$ cat config.mk
export PLATFORM = sky130hd
export DESIGN_NAME = fp_add_dispatch
export DESIGN_NICKNAME = d
export VERILOG_FILES = /design/src/rtl/fp_add_pkg.sv /design/src/rtl/fp_add_dispatch_tag_fifo.sv /design/src/rtl/fp_add_dispatch.sv
export SDC_FILE = /design/constraint.sdc
export NUM_CORES = 1
export LEC_CHECK = 0
export BUFFER_PORTS_ARGS = -buffer_cell sky130_fd_sc_hd__buf_4
export CAP_MARGIN = 40
export CORE_AREA = 2 2 145 147
export DETAILED_ROUTE_END_ITERATION = 8
export DIE_AREA = 0 0 147 149
export PLACE_DENSITY_LB_ADDON = 0.25
export SLEW_MARGIN = 20
export SYNTH_ARGS = -nofsm -noshare
export SYNTH_HDL_FRONTEND = slang
export SYNTH_HIERARCHICAL = 1
export SYNTH_SLANG_ARGS = --single-unit
$ cat constraint.sdc
create_clock -name clk -period 4.3 [get_ports clk]
set_input_delay 0.86 -clock clk [delete_from_list [all_inputs] [get_ports clk]]
set_output_delay 0.86 -clock clk [all_outputs]
set_load 0.1 [all_outputs]
$ cat src/rtl/fp_add_pkg.sv
// fp_add_pkg: shared operand width, default order-FIFO depth and path tag encoding
package fp_add_pkg;
  localparam int DEF_W     = 37;
  localparam int DEF_DEPTH = 4;
  typedef enum logic [1:0] {
    PATH0     = 2'd0,
    PATH1     = 2'd1,
    PATH2     = 2'd2,
    PATH_NONE = 2'd3
  } path_e;
endpackage

$ cat src/rtl/fp_add_dispatch_tag_fifo.sv
// tag_fifo: order-tag FIFO recording which path each accepted pair went to
//   clk, rst_n      : clock, synchronous active-low reset
//   push, din       : write a tag (ignored while full, even if popping)
//   pop             : drop the head tag (ignored while empty)
//   full, empty     : occupancy flags
//   head            : oldest tag
module tag_fifo #(
  parameter int DEPTH = 4,
  parameter int TW    = 2
) (
  input  logic          clk,
  input  logic          rst_n,
  input  logic          push,
  input  logic          pop,
  input  logic [TW-1:0] din,
  output logic          full,
  output logic          empty,
  output logic [TW-1:0] head
);
  localparam int AW = $clog2(DEPTH);
  logic [TW-1:0] r_mem [DEPTH];
  logic [AW-1:0] r_wp, r_rp;
  logic [AW:0]   r_cnt;
  logic          w_push, w_pop;
  assign full   = r_cnt == (AW+1)'(DEPTH);
  assign empty  = r_cnt == '0;
  assign head   = r_mem[r_rp];
  assign w_push = push && !full;
  assign w_pop  = pop && !empty;
  always_ff @(posedge clk) begin
    if (!rst_n) begin
      r_wp  <= '0;
      r_rp  <= '0;
      r_cnt <= '0;
      for (int i = 0; i < DEPTH; i++) r_mem[i] <= '0;
    end else begin
      if (w_push) begin
        r_mem[r_wp] <= din;
        r_wp        <= r_wp + 1'b1;
      end
      if (w_pop) r_rp <= r_rp + 1'b1;
      r_cnt <= r_cnt + (AW+1)'(w_push) - (AW+1)'(w_pop);
    end
  end
endmodule

$ cat src/rtl/fp_add_dispatch.sv
// fp_add_dispatch: dispatches operand pairs to three adder paths and returns results in acceptance order
//   clk, rst_n                  : clock, synchronous active-low reset
//   in_valid/in_ready           : operand pair handshake (in_na, in_nb, in_sel)
//   p_na, p_nb, pK_valid/ready  : shared operand bus and per-path dispatch handshake
//   rK_valid/ready, rK_data     : per-path result return
//   out_valid/ready, out_data   : in-order result stream; out_err marks unsupported selects
module fp_add_dispatch
  import fp_add_pkg::*;
#(
  parameter int DEPTH = DEF_DEPTH,
  parameter int W     = DEF_W
) (
  input  logic         clk,
  input  logic         rst_n,
  input  logic         in_valid,
  output logic         in_ready,
  input  logic [W-1:0] in_na,
  input  logic [W-1:0] in_nb,
  input  logic [1:0]   in_sel,
  output logic [W-1:0] p_na,
  output logic [W-1:0] p_nb,
  output logic         p0_valid,
  output logic         p1_valid,
  output logic         p2_valid,
  input  logic         p0_ready,
  input  logic         p1_ready,
  input  logic         p2_ready,
  input  logic         r0_valid,
  input  logic         r1_valid,
  input  logic         r2_valid,
  input  logic [W-1:0] r0_data,
  input  logic [W-1:0] r1_data,
  input  logic [W-1:0] r2_data,
  output logic         r0_ready,
  output logic         r1_ready,
  output logic         r2_ready,
  output logic         out_valid,
  input  logic         out_ready,
  output logic [W-1:0] out_data,
  output logic         out_err
);
  localparam int CW = $clog2(DEPTH + 1);
  logic         r_disp_v;
  logic [W-1:0] r_na, r_nb;
  logic [1:0]   r_sel;
  logic [2:0]   r_hold_v;
  logic [W-1:0] r_hold_d [3];
  logic [CW-1:0] r_pend [3];
  logic         r_quiet;
  logic         w_full, w_empty, w_dv, w_disp_fire, w_out_fire;
  logic [1:0]   w_head;
  logic [2:0]   w_r_valid, w_r_ready;
  logic [3:0]   w_sel_rdy, w_hv;
  logic [W-1:0] w_r_data [3];
  logic [W-1:0] w_od [4];
  // select 3 needs no path, so it always counts as ready
  assign w_sel_rdy   = {1'b1, p2_ready, p1_ready, p0_ready};
  assign w_disp_fire = r_disp_v && !w_full && w_sel_rdy[r_sel];
  assign in_ready    = !r_disp_v || w_disp_fire;
  assign w_dv        = r_disp_v && !w_full;
  assign p0_valid    = w_dv && r_sel == PATH0;
  assign p1_valid    = w_dv && r_sel == PATH1;
  assign p2_valid    = w_dv && r_sel == PATH2;
  assign p_na        = r_na;
  assign p_nb        = r_nb;
  assign w_r_valid   = {r2_valid, r1_valid, r0_valid};
  assign w_r_data[0] = r0_data;
  assign w_r_data[1] = r1_data;
  assign w_r_data[2] = r2_data;
  // the unsupported tag is always "ready" with a zero payload
  assign w_hv        = {1'b1, r_hold_v};
  assign w_od[0]     = r_hold_d[0];
  assign w_od[1]     = r_hold_d[1];
  assign w_od[2]     = r_hold_d[2];
  assign w_od[3]     = '0;
  assign out_valid   = !w_empty && w_hv[w_head];
  assign w_out_fire  = out_valid && out_ready;
  assign out_data    = w_od[w_head];
  assign out_err     = !w_empty && w_head == PATH_NONE;
  assign {r2_ready, r1_ready, r0_ready} = w_r_ready;
  always_comb begin
    w_r_ready = '0;
    for (int k = 0; k < 3; k++) w_r_ready[k] = !r_hold_v[k] || (w_out_fire && w_head == 2'(k));
  end
  tag_fifo #(.DEPTH(DEPTH), .TW(2)) u_fifo (
    .clk   (clk),
    .rst_n (rst_n),
    .push  (w_disp_fire),
    .pop   (w_out_fire),
    .din   (r_sel),
    .full  (w_full),
    .empty (w_empty),
    .head  (w_head)
  );
  always_ff @(posedge clk) begin
    if (!rst_n) begin
      r_disp_v <= 1'b0;
      r_na     <= '0;
      r_nb     <= '0;
      r_sel    <= '0;
    end else if (in_ready) begin
      r_disp_v <= in_valid;
      if (in_valid) begin
        r_na  <= in_na;
        r_nb  <= in_nb;
        r_sel <= in_sel;
      end
    end
  end
  // a hold register freed by the output on this edge may reload on the same edge
  always_ff @(posedge clk) begin
    if (!rst_n) begin
      r_hold_v <= '0;
      for (int k = 0; k < 3; k++) r_hold_d[k] <= '0;
    end else begin
      for (int k = 0; k < 3; k++) begin
        if (w_r_valid[k] && w_r_ready[k]) begin
          r_hold_v[k] <= 1'b1;
          r_hold_d[k] <= w_r_data[k];
        end else if (w_out_fire && w_head == 2'(k)) begin
          r_hold_v[k] <= 1'b0;
        end
      end
    end
  end
  // per-path count of dispatched pairs whose result has not come back yet;
  // checking is suspended after reset until new work is dispatched, since
  // paths may still be flushing results of discarded pairs
  always_ff @(posedge clk) begin
    if (!rst_n) begin
      r_quiet <= 1'b1;
      for (int k = 0; k < 3; k++) r_pend[k] <= '0;
    end else begin
      if (w_disp_fire) r_quiet <= 1'b0;
      for (int k = 0; k < 3; k++)
        r_pend[k] <= r_pend[k] + CW'(w_disp_fire && r_sel == 2'(k))
                     - CW'(w_r_valid[k] && w_r_ready[k] && r_pend[k] != '0);
    end
  end
  always @(posedge clk) begin
    if (rst_n && !r_quiet)
      for (int k = 0; k < 3; k++) assert (!w_r_valid[k] || r_pend[k] != '0);
  end
endmodule

-- Word level (Yosys, flattened, before mapping)
Memories as Yosys holds them, arrays and structs flattened. A register that Yosys moved wholly into a read port is not among the register bits.
Cells that the tools add are included.
- logic and storage cells: 97
- memory bits (writable): 119
- register bits: 87
- output and inout port bits: 120
- input port bits: 197
- memories kept: 2
- reductions and logical operators: 34
- add/sub/neg operators: 4
- muxes and demuxes: 34
- bitwise operators: 4
- equality and inequality tests: 6
- $lt $le $gt $ge: 3
- memory list (name ; depth ; width ; rd ports ; clocked after memory_dff ; write ports ; RTL line ; RTL):
    r_hold_d ; 3 ; 37 ; 3 ; 0 ; 3 ; fp_add_dispatch.sv:47 ; logic [W-1:0] r_hold_d [3];
    u_fifo.r_mem ; 4 ; 2 ; 1 ; 1 ; 4 ; fp_add_dispatch_tag_fifo.sv:21 ; logic [TW-1:0] r_mem [DEPTH];
- operators with widths (cell ; count):
    $mux W37 ; 5
    $bmux W37 S2 ; 1
    $mux W1 ; 22
    $logic_and A1 B1 Y1 ; 16
    $mux W2 ; 4
    $eq A2 B2 Y1 const B ; 3
    $logic_not A1 Y1 ; 6
    $lt A2 B3 Y1 const B ; 2
    $reduce_bool A2 Y1 ; 3
    $add A2 B1 Y2 const B ; 2
    $bmux W1 S2 ; 2
    $eq A2 B1 Y1 const B ; 2
    $logic_not A2 Y1 ; 2
    $logic_or A1 B1 Y1 ; 4
    $add A3 B1 Y3 ; 1
    $eq A3 B3 Y1 const B ; 1
    $ge A3 B3 Y1 const B ; 1
    $logic_not A3 Y1 ; 1
    $not A2 Y3 ; 1
    $or A1 B1 Y1 ; 3
    $sub A3 B1 Y3 ; 1
    $reduce_and A2 Y1 ; 1
    $reduce_or A2 Y1 ; 1

-- Depth between registers and ports, before layout
- depth in word-level cells: 11
- depth in mapped cells: 15
- gate-level depth less buffers: 14

-- By module
Netlist, hierarchy kept.
- modules (own cells, without submodules) (module ; times used ; cells an instance ; seq. area each (um^2) ; area an instance (um^2)):
    fp_add_dispatch ; 1 ; 749 ; 4934.7 ; 8287.9
    tag_fifo ; 1 ; 69 ; 420.4 ; 783.3

-- Worst setup path before layout
No wires, ideal clock.
- path kind: register -> register
- start point: reg with a tool-made name
- end point: reg u_fifo.r_cnt[2]
- library setup time: 0.078 ns
- path slack: -0.851 ns
- buffers on the path: 1
- stages on the path, launching flop included: 16
- data required time: 4.222 ns
- period minus slack after synthesis: 5.151 ns
- arrival time: 5.073 ns
- cell sequence: dfxtp_1 mux4_2 buf_6 nor2b_1 a211oi_1 nor3_1 and2_1 nor2b_1 ha_1 inv_1 ha_1 inv_1 fa_1 xor2_1 and2_2 nor3_1
- RTL lines (what ; RTL line ; RTL):
    end signal: assignment ; fp_add_dispatch_tag_fifo.sv:42 ; r_cnt <= r_cnt + (AW+1)'(w_push) - (AW+1)'(w_pop);
    end: declaration ; fp_add_dispatch_tag_fifo.sv:23 ; logic [AW:0] r_cnt;

==> impl_summary.txt <==
----------------------------------------------------
[Min path]
  Worst Hold Class ... flop to flop
  Number of instances on the worst hold path ... 2
  Min-Delay Endpoint ... p_nb[34]$_SDFFE_PN0P_
  Critical hold path startpoint ... p_nb[34]$_SDFFE_PN0P_

[Floorplanning]
  Total die area ... 21900 µm²
  Horiz. Die Dim ... 147 µm
  Number of cell rows ... 53
  Ports ... 317
  Starting utilization of the core area ... 44.1%
  Height of the die ... 149 µm
  CORE AREA ... 20600 µm²

[Worst setup path]
  Critical Path Max Stage Delay ... 570 ps
  Kind of critical path ... flop to output port
  Cell type with the highest occurrence count on the critical path ... buf_4
  Maximum fanout along the worst path ... 29
  R2R Path End ... u_fifo/r_cnt[2]$_SDFF_PN0_
  Startpoint Class ... flop
  Arrival time of the worst setup path ... 3040 ps
  Cell-by-cell trace of the critical path ... mux4_2 > buf_4 > nor2b_4 > buf_4 > nand2_1 > o21ai_1 > buf_4
  Crit path required time ... 3440 ps
  Logic depth of the worst register-to-register path ... 14
  Register-to-register setup slack ... 820 ps
  Critical-path top delay cell ... mux4_2
  CP endpoint kind ... output port

[Power and ir drop]
  Standby leakage power ... 0.00577 µW
  Power density of the placed cells ... 468 nW/µm²
  Sw Ratio ... 33.8%
  Sequential cell fraction of total power ... 40.7%
  Cell Int Power ... 3810 µW
  Worst supply voltage drop on vdd ... 0.282 mV
  Logic gate share of total power ... 26.6%
  Clk network pwr share ... 32.6%
  Switching power summed over all nets ... 1950 µW

[Drt]
  Length of routed wiring on met1 ... 9450 µm
  Uppermost layer routed ... met4
  Count of nets left with antenna violations after detail routing ... 0
  Total length of routed met2 wires ... 11100 µm
  Via density per instance ... 5.01
  Routed wirelength normalized by instance count ... 16.9 µm
  Total detailed-routing wirelength ... 23700 µm
  Vias after detailed routing ... 7000
  Detailed Routing Iterations Pass 1 ... 4
  Residual DRC ... 0
  Detailed router's first-iteration violation count ... 306
  Detail Route met3 WL ... 2420 µm

[Clocking]
  Maximum buffer depth of the clock tree ... 3
  Clock latency on the worst-skew pair ... 500 ps
  CTS root buf ... clkbuf_16
  Number of instances resized during post-cts repair ... 0
  Number of buffers inserted during clock tree synthesis ... 23
  Num Clock Sinks ... 208
  Clock tree from TritonCTS ... yes
  Clock-pin slew reported for the worst setup and hold paths after clock tree synthesis ... 60 ps
  Number of H-tree branching levels ... 1
  Post-cts hold buffer count ... 0
  Buffers inserted during post-CTS setup optimization ... 0

[STA]
  Clock period minus worst slack ... 3900 ps
  Fmax ... 0.257 GHz
  Final-report setup violation count ... 0
  Setup tns final ... 0 ps
  Max-slew violation count ... 0
  Unrepaired setup endpoints after global routing ... no
  Pin slew with the least headroom to its limit ... 717 ps
  Max_slew headroom ... 52.2%
  Final hold violation count ... 0
  Worst clock skew ... 12.2 ps
  Post-route clock period utilization ... 90.6%

[Run]
  Max Cap Violations ... 0

[Logic synthesis]
  Number of synthesized flops with an enable pin ... 119
  Primary FF master, synth ... edfxtp_1
  Yosys synthesis warning count ... 6
  Cell area after synthesis ... 9070 µm²
  Yosys top cell by area ... edfxtp_1
  Seq cells post-synth ... 208
  Async SR Flop Fraction ... 0%
  Register area share after synthesis ... 59.0%
  Most instantiated library cell after synthesis ... nand2_1
  Gate count after technology mapping ... 818
  Commonest cells in the netlist ... nand2_1 (201), edfxtp_1 (119), mux2i_1 (115)
  Mean instance size in the synthesized netlist ... 11.1 µm²
  Post-Synthesis Net Count ... 1018
  Synth cell types ... 42
  Cells taking the most area after synthesis ... edfxtp_1 (39%), dfxtp_1 (20%), mux2i_1 (13%)
  Share of the synthesized area in the top cell type ... 39.4%

[Final layout]
  Fin nets ... 1306
  Cell Count, Final, Fillers Out ... 1397
  Post-route cell area ... 12300 µm²
  Number of diodes ... 0
  Final-layout fill cell count ... 1761
  Signed area change from the synthesized netlist to the final layout ... 35.8%
  Share of post-route cells with drive strength above 1 ... 34.0%

[Global routing]
  Global-route wire length before repair ... 36100 µm
  GRT Overall Usage ... 20.7%
  Maximum number of pins on one net before global-route repair ... 112
  Total congestion overflow after global routing ... 0
  Number of global-route vias before repair ... 6750
  Initial antenna violation count ... 0

[Place]
  Port buffer count ... 316
  Routability-driven placement congestion ratio ... 0.797
  HPWL after detailed placement ... 16400 µm
  Number of cells after detailed placement ... 1356
  Post-DP Area ... 11600 µm²

[Status]
  Run status ... finished, final reports clean

----------------------------------------------------
[area by class of cell]
type / instances / area (µm²) / share of cell area [%]
Tap cell: 275 / 344 / 2.79
Inverter: 11 / 43.8 / 0.356
Clock inverter: 6 / 52.6 / 0.427
Clock buffer: 35 / 662 / 5.37
Timing Repair Buffer: 330 / 2550 / 20.7
Multi-Input combinational cell: 532 / 3310 / 26.9
Sequential cell: 208 / 5360 / 43.5
[worst max-delay path by stage]
stage               start                    endpoint
finish               flop                out_data[19]
global route         flop                 out_data[0]
CTS                  flop                out_data[19]
detailed placement   flop  u_fifo/r_cnt[2]$_SDFF_PN0_
global placement     flop  u_fifo/r_cnt[2]$_SDFF_PN0_
floorplan            flop                 out_data[0]
[worst max-delay path, delay by kind of cell (launching register included)]
| family | cells | cell delay [ps] |
|---|---|---|
| compound gates | 1 | 110 |
| buf+inv | 3 | 1050 |
| flops | 1 | 330 |
| mux | 1 | 570 |
| simple gates | 2 | 470 |
[cells by family after synthesis]
kind of cell	synth area share, %
AOI/OAI and AO/OA	3.66
xor gates and xnor gates	0.0966
adders and majority gates	0.497
buffers and inverters	4.70
DFF	59.0
muxes	13.2
and+or+nand+nor	18.8
[cell usage in the layout, fill, tap and decap left out, types with 3 or more instances in the layout]
cell	instances
clkbuf_1	7
nor3_1	6
o21ai_1	31
nand2b_1	8
clkbuf_16	23
o21ai_0	13
and3_1	111
mux2i_1	115
buf_4	325
dfxtp_1	89
nand2_1	199
inv_1	9
nor2_1	9
edfxtp_1	119
clkbuf_8	4
a21boi_0	4
clkinv_2	3
[registers in the layout, summed over array words and instances, names as in the netlist, named ones only]
register	cells
p_na	37
p_nb	37
r_disp_v	1
r_hold_d	111
r_hold_v	3
r_sel	2
u_fifo/r_cnt	3
u_fifo/r_mem	8
u_fifo/r_rp	2
u_fifo/r_wp	2
[metal layers]
layer | vias to the layer above | GRT usage (%)
li1 | 3433 | -
met1 | 3255 | 25.8
met2 | 277 | 34.0
met3 | 35 | 6.97
met4 | 0 | 6.68
met5 | - | 0
[per-stage QoR]
stage,hold WS [ps],setup slack [ps],power [µW],util (%)
global route,474,250,5980,59.9
global placement,442,926,3910,56.1
CTS,458,401,5820,59.9
finish,455,405,5760,59.9
floorplan,456,9.83,3540,-
detailed placement,448,831,3930,56.4
[power by group through the flow]
stage	registers [µW]	logic, µW	clock network [µW]
5_1_grt	2360	1610	2010
3_3_place_gp	2380	1520	0
2_1_floorplan	2730	808	0
6_report	2350	1540	1880
3_5_place_dp	2390	1540	0
4_1_cts	2350	1550	1930
(Power assumes the default switching activity.)
